**config.mk**
```make
export PLATFORM = sky130hd
export DESIGN_NAME = cmd_auth
export DESIGN_NICKNAME = d
export VERILOG_FILES = /design/src/rtl/cmd_auth_pkg.sv /design/src/rtl/cmd_auth_uart_rx.sv /design/src/rtl/cmd_auth.sv
export SDC_FILE = /design/constraint.sdc
export NUM_CORES = 1
export LEC_CHECK = 0
export BUFFER_PORTS_ARGS = -buffer_cell sky130_fd_sc_hd__buf_2
export CORE_MARGIN = 2
export CORE_UTILIZATION = 55
export CTS_CLUSTER_DIAMETER = 30
export CTS_CLUSTER_SIZE = 20
export DETAILED_ROUTE_END_ITERATION = 6
export PLACE_DENSITY = 0.74
export SYNTH_ARGS = -nofsm -noshare
export SYNTH_HDL_FRONTEND = slang
export SYNTH_SLANG_ARGS = --single-unit
```
**constraint.sdc**
```tcl
create_clock -name clk -period 2.1 [get_ports clk]
set_input_delay 0.315 -clock clk [delete_from_list [all_inputs] [get_ports clk]]
set_output_delay 0.315 -clock clk [all_outputs]
set_load 0.02 [all_outputs]
```
**src/rtl/cmd_auth_pkg.sv**
```systemverilog
// Shared types and default command bytes for the BLE power-authorization block.
package cmd_auth_pkg;

  typedef enum logic [1:0] {
    AUTH_OFF  = 2'd0,
    AUTH_PWR1 = 2'd1,
    AUTH_PWR2 = 2'd2
  } auth_state_e;

  typedef enum logic [1:0] {
    RX_IDLE  = 2'd0,
    RX_START = 2'd1,
    RX_DATA  = 2'd2,
    RX_STOP  = 2'd3
  } rx_state_e;

  localparam logic [7:0] GO_CMD_DEF   = 8'h47;
  localparam logic [7:0] STOP_CMD_DEF = 8'h53;

endpackage

```
**src/rtl/cmd_auth_uart_rx.sv**
```systemverilog
// 8N1 UART receiver: synchronizes RX, times each bit from the start edge and
// publishes a byte with a one-cycle rx_rdy pulse only when the stop bit is high.
module uart_rx
  import cmd_auth_pkg::*;
#(
  parameter int BAUD_CYC = 2604
) (
  input  logic       clk,
  input  logic       rst,
  input  logic       RX,
  output logic [7:0] rx_data,
  output logic       rx_rdy
);

  localparam int CW = $clog2(BAUD_CYC + 1);
  localparam logic [CW-1:0] BAUD_FULL = CW'(BAUD_CYC);
  localparam logic [CW-1:0] BAUD_HALF = CW'(BAUD_CYC / 2);

  logic          rx_meta_q, rx_sync_q, rx_prev_q;
  rx_state_e     state_q, state_d;
  logic [CW-1:0] baud_q, baud_d;
  logic [3:0]    bit_q, bit_d;
  logic [7:0]    shift_q, shift_d;
  logic [7:0]    data_q, data_d;
  logic          rdy_q, rdy_d;
  logic          fall_edge, expire;

  // Synchronizer flops idle high so reset release never looks like a start edge.
  always_ff @(posedge clk or posedge rst) begin
    if (rst) begin
      rx_meta_q <= 1'b1;
      rx_sync_q <= 1'b1;
      rx_prev_q <= 1'b1;
    end else begin
      rx_meta_q <= RX;
      rx_sync_q <= rx_meta_q;
      rx_prev_q <= rx_sync_q;
    end
  end

  assign fall_edge = rx_prev_q & ~rx_sync_q;
  assign expire    = (baud_q == CW'(1));

  always_ff @(posedge clk or posedge rst) begin
    if (rst) begin
      state_q <= RX_IDLE;
      baud_q  <= '0;
      bit_q   <= '0;
      shift_q <= '0;
      data_q  <= '0;
      rdy_q   <= 1'b0;
    end else begin
      state_q <= state_d;
      baud_q  <= baud_d;
      bit_q   <= bit_d;
      shift_q <= shift_d;
      data_q  <= data_d;
      rdy_q   <= rdy_d;
    end
  end

  always_comb begin
    state_d = state_q;
    baud_d  = baud_q;
    bit_d   = bit_q;
    shift_d = shift_q;
    data_d  = data_q;
    rdy_d   = 1'b0;
    unique case (state_q)
      RX_IDLE: begin
        if (fall_edge) begin
          state_d = RX_START;
          baud_d  = BAUD_HALF;
          bit_d   = '0;
        end
      end
      RX_START: begin
        if (!expire) begin
          baud_d = baud_q - CW'(1);
        end else if (!rx_sync_q) begin
          state_d = RX_DATA;
          baud_d  = BAUD_FULL;
        end else begin
          state_d = RX_IDLE;
          baud_d  = '0;
        end
      end
      RX_DATA: begin
        if (!expire) begin
          baud_d = baud_q - CW'(1);
        end else begin
          shift_d = {rx_sync_q, shift_q[7:1]};
          baud_d  = BAUD_FULL;
          if (bit_q == 4'd7) begin
            state_d = RX_STOP;
            bit_d   = '0;
          end else begin
            bit_d = bit_q + 4'd1;
          end
        end
      end
      RX_STOP: begin
        if (!expire) begin
          baud_d = baud_q - CW'(1);
        end else begin
          state_d = RX_IDLE;
          baud_d  = '0;
          if (rx_sync_q) begin
            data_d = shift_q;
            rdy_d  = 1'b1;
          end
        end
      end
      default: state_d = RX_IDLE;
    endcase
  end

  assign rx_data = data_q;
  assign rx_rdy  = rdy_q;

endmodule

```
**src/rtl/cmd_auth.sv**
```systemverilog
// Segway power authorization: a received GO byte enables the motors, STOP
// disables them once the rider has stepped off.
module cmd_auth
  import cmd_auth_pkg::*;
#(
  parameter int         BAUD_CYC = 2604,
  parameter logic [7:0] GO_CMD   = GO_CMD_DEF,
  parameter logic [7:0] STOP_CMD = STOP_CMD_DEF
) (
  input  logic       clk,
  input  logic       rst,
  input  logic       RX,
  input  logic       rider_off,
  output logic       pwr_up,
  output logic [7:0] rx_data,
  output logic       rx_rdy
);

  auth_state_e state_q, state_d;
  logic        go_seen, stop_seen;

  uart_rx #(
    .BAUD_CYC(BAUD_CYC)
  ) u_rx (
    .clk    (clk),
    .rst    (rst),
    .RX     (RX),
    .rx_data(rx_data),
    .rx_rdy (rx_rdy)
  );

  assign go_seen   = rx_rdy && (rx_data == GO_CMD);
  assign stop_seen = rx_rdy && (rx_data == STOP_CMD);

  always_ff @(posedge clk or posedge rst) begin
    if (rst) state_q <= AUTH_OFF;
    else     state_q <= state_d;
  end

  // A STOP with the rider still aboard parks in PWR2 until they step off.
  always_comb begin
    state_d = state_q;
    unique case (state_q)
      AUTH_OFF:  if (go_seen) state_d = AUTH_PWR1;
      AUTH_PWR1: if (stop_seen) state_d = rider_off ? AUTH_OFF : AUTH_PWR2;
      AUTH_PWR2: begin
        if (rider_off)    state_d = AUTH_OFF;
        else if (go_seen) state_d = AUTH_PWR1;
      end
      default: state_d = AUTH_OFF;
    endcase
  end

  assign pwr_up = (state_q != AUTH_OFF);

endmodule

```
==> summary.txt <==
Status
  • Outcome: completed

Place
  • Placed cell count: roughly 250
  • DP HPWL: 2.855 mm
  • PortBufs: 13
  • Post-placement worst setup slack: between 0.03 and 0.04 ns
  • GPL Wtd Cong: 0.8179

Routing
  • DRT Wirelength: between 4 and 5 mm
  • Vias/cell: just over 6
  • Detailed Routing Iterations Pass 1: 5
  • Vias: between 1500 and 2000
  • Remaining antenna violation count after routing: 0
  • DR iter-0 viols: around 120
  • DRC: 0
  • Routed length per instance: between 15 and 20 um

Yosys
  • Syn. warnings: 0
  • Main synth FF type: dfrtp_1
  • Syn Std Cell Area: ~2000 um2
  • FFs w/ async S/R, synth: 1.000
  • Post-synth EDFFs: 0
  • Seq cells post-synth: 40
  • Mapped Cells: approximately 180
  • Count of cell types in the netlist: 49
  • Syn avg cell area: ~11 um2
  • Seq/Total Area, Yosys: 0.5063
  • Synthesized Nets: ~190

Finish
  • # fillers: between 200 and 300
  • Ant. Diodes: 0
  • Cell Count, Final, Fillers Out: around 250
  • Commonest non-fill, non-tap cell in the layout: dfrtp_1
  • Layout area overhead: 12.42%
  • Layout Nets: roughly 210
  • Register area: 1005 um2
  • Area used by multi-input combinational logic: 934.6 um2
  • Commonest non-fill, non-tap cells in the layout: 37 x dfrtp_1, 24 x nand2_1, 17 x mux2_2, 13 x o21ai_0, 13 x buf_2
  • Share of post-route cells with drive strength above 1: 0.2837

Power
  • Flop pwr share: 0.501
  • VDD IR max: about 0.87 mV
  • Sw power: between 0.0006 and 0.0007 W
  • Gate power share: 0.209
  • Leakage power: between 1 and 1.5 nW
  • Int Power: around 0.0013 W
  • Power density over the cells: between 800 and 900 nW/um2
  • Sw Ratio: 0.3176
  • Clock power share: 0.290

Clock network
  • Num CTS Buffers: 5
  • Clock root buffer: clkbuf_4
  • Sink Count: 40
  • H-tree Lvls: 2
  • Clk buf depth: 2
  • CTS tree: built
  • CTS Hold Bufs: 0
  • Skew-Pair Late Insertion Delay: 0.35 ns
  • Clk pin slew, worst setup/hold paths: roughly 0.13 ns

Floorplan
  • Site Rows: 21
  • Initial core utilization: 0.5855
  • Die W: around 64 um
  • IO Pins: 14
  • Core Footprint: 3390 um2
  • DIE HEIGHT: ~64 um
  • Full die area: 4104 um2

GRT
  • GR met3 Demand/Resource: 0.05458
  • GRT overflow: 0
  • Largest net degree at the start of global routing: 41
  • Met1 Usage GRT: 0.3109
  • Met2 usage: 0.3464
  • Number of global-route vias before repair: between 1000 and 1500
  • Global routing's busiest layer: met2
  • First-pass GRT wire length: approximately 7 mm
  • Initial antenna violation count: 0
  • GRT Util Overall: 0.2255

STA
  • Fin Setup TNS: 0 ns
  • Hold Vio Cnt, Final: 0
  • RSZ-0062 raised after global routing: no
  • Final setup violation count: 0
  • Max Fclk: ~520 MHz
  • Slew @ Worst Pin: 0.5251 ns
  • Final Critical Period: a little under 2 ns
  • Max Slew Vio Count: 0
  • Worst setup margin: approximately 0.16 ns
  • Worst clock skew: roughly 0.008 ns
  • Slew Limit Headroom: 0.6499
  • Fin crit share: 0.9232

Run
  • Max_cap viols: 0

Worst setup path
  • WP data required: roughly 2.4 ns
  • Crit Path Category: register to register
  • CP Capture Type: register
  • Critical Path Start Type: register
  • Critical path peak fanout: 7
  • Worst path arrival time: 2.19 ns

Hold path
  • Hold Path Class: primary input to register
## power groups by stage
stage / Sequential (W) / Clock [W] / Combinational [W]
final: 0.000956 / 0.000553 / 0.000399
after global routing: 0.000969 / 0.000593 / 0.000441
after CTS: 0.000953 / 0.000562 / 0.000392
after detailed placement: 0.000969 / 0 / 0.000385
after global placement: 0.000961 / 0 / 0.000373
after floorplan: 0.000946 / 0 / 0.000289
## final cells by class
class | count | area share
Clock inverter | 2 | 0.01739
Tap cell | 46 | 0.02580
Inverter | 7 | 0.01178
Clock buffer | 6 | 0.02299
Timing Repair Buffer | 20 | 0.05272
Sequential cell | 40 | 0.4504
Multi-Input combinational cell | 133 | 0.4190
## sequential cells by signal, summed over array words and instances, names as in the netlist, named ones only
| signal | flops |
|---|---|
| u_rx.rx_meta_q | 1 |
| u_rx.rx_sync_q | 1 |
| u_rx.rx_data | 8 |
| u_rx.shift_q | 8 |
| u_rx.rx_prev_q | 1 |
| u_rx.baud_q | 12 |
| u_rx.rx_rdy | 1 |
| u_rx.bit_q | 4 |
| state_q | 2 |
| u_rx.state_q | 1 |
## cells in the mapped netlist (all sizes together), types with 2 or more instances
cell type | number | area (um2)
ha | 3 | 37.54
or3 | 2 | 12.51
clkbuf | 3 | 11.26
dfstp | 3 | 78.83
a31oi | 6 | 37.54
nand2b | 2 | 12.51
a22o | 2 | 17.52
a22oi | 3 | 22.52
or2 | 2 | 12.51
nor2 | 14 | 76.32
nor4 | 3 | 40.04
dfrtp | 37 | 925.9
a21oi | 5 | 25.02
nand2 | 24 | 90.09
nor2b | 3 | 18.77
nand3 | 4 | 20.02
mux2 | 17 | 191.4
o21ai | 14 | 73.82
inv | 7 | 26.28
nor3 | 5 | 25.02
o211ai | 2 | 15.01
## repair_timing
action                                  CTS  global route
gates resized for setup                   0             2
endpoints found under the setup margin    0            22
buffers inserted                          0             1
## stage by stage
step                      hold WS, ns  power (W)    util  instance area, um2
after global placement         0.3475   0.001335  0.6283                2130
after detailed placement       0.3479   0.001353  0.6283                2130
after CTS                     0.03462   0.001908  0.6549                2220
final                         0.03949   0.001907  0.6582                2231
after global routing          0.02110   0.002003  0.6582                2231
after floorplan                0.3195   0.001235       -                1984
## worst max-delay path, cell delays in order (launching register included)
cell,delay [ns]
dfrtp_1,0.45
nor4_4,0.44
nand4_4,0.30
nor2_4,0.27
mux2_2,0.37
## final timing paths
check / start / endpoint / slack, ns / cells after the start
min in group asynchronous: rst / u_rx.shift_q[1] / 0.06 / 3
worst max-delay path: u_rx.baud_q[6] / u_rx.shift_q[5] / 0.16 / 4
worst max register to register: u_rx.baud_q[6] / u_rx.shift_q[5] / 0.16 / 4
max in group asynchronous: rst / u_rx.rx_prev_q / 1.67 / 3
worst min-delay path: RX / u_rx.rx_meta_q / 0.04 / 1
worst min register to register: u_rx.rx_meta_q / u_rx.rx_sync_q / 0.37 / 0
## logic make-up after synthesis
group                      count (synthesis)  synth area share
muxes                                     18            0.1015
and+or+nand+nor                           66            0.1929
AOI/OAI and AO/OA                         45            0.1513
buffers and inverters                     11           0.02459
adders and majority gates                  3           0.01892
xor gates and xnor gates                   1          0.004414
DFF                                       40            0.5063
## metal layers
| metal | share of wire | vias up |
|---|---|---|
| met5 | 0 | - |
| met1 | 0.46 | 771 |
| met4 | 0.013 | 0 |
| li1 | - | 722 |
| met3 | 0.045 | 8 |
| met2 | 0.48 | 46 |
Note: power is estimated with default switching activity, not from simulation.
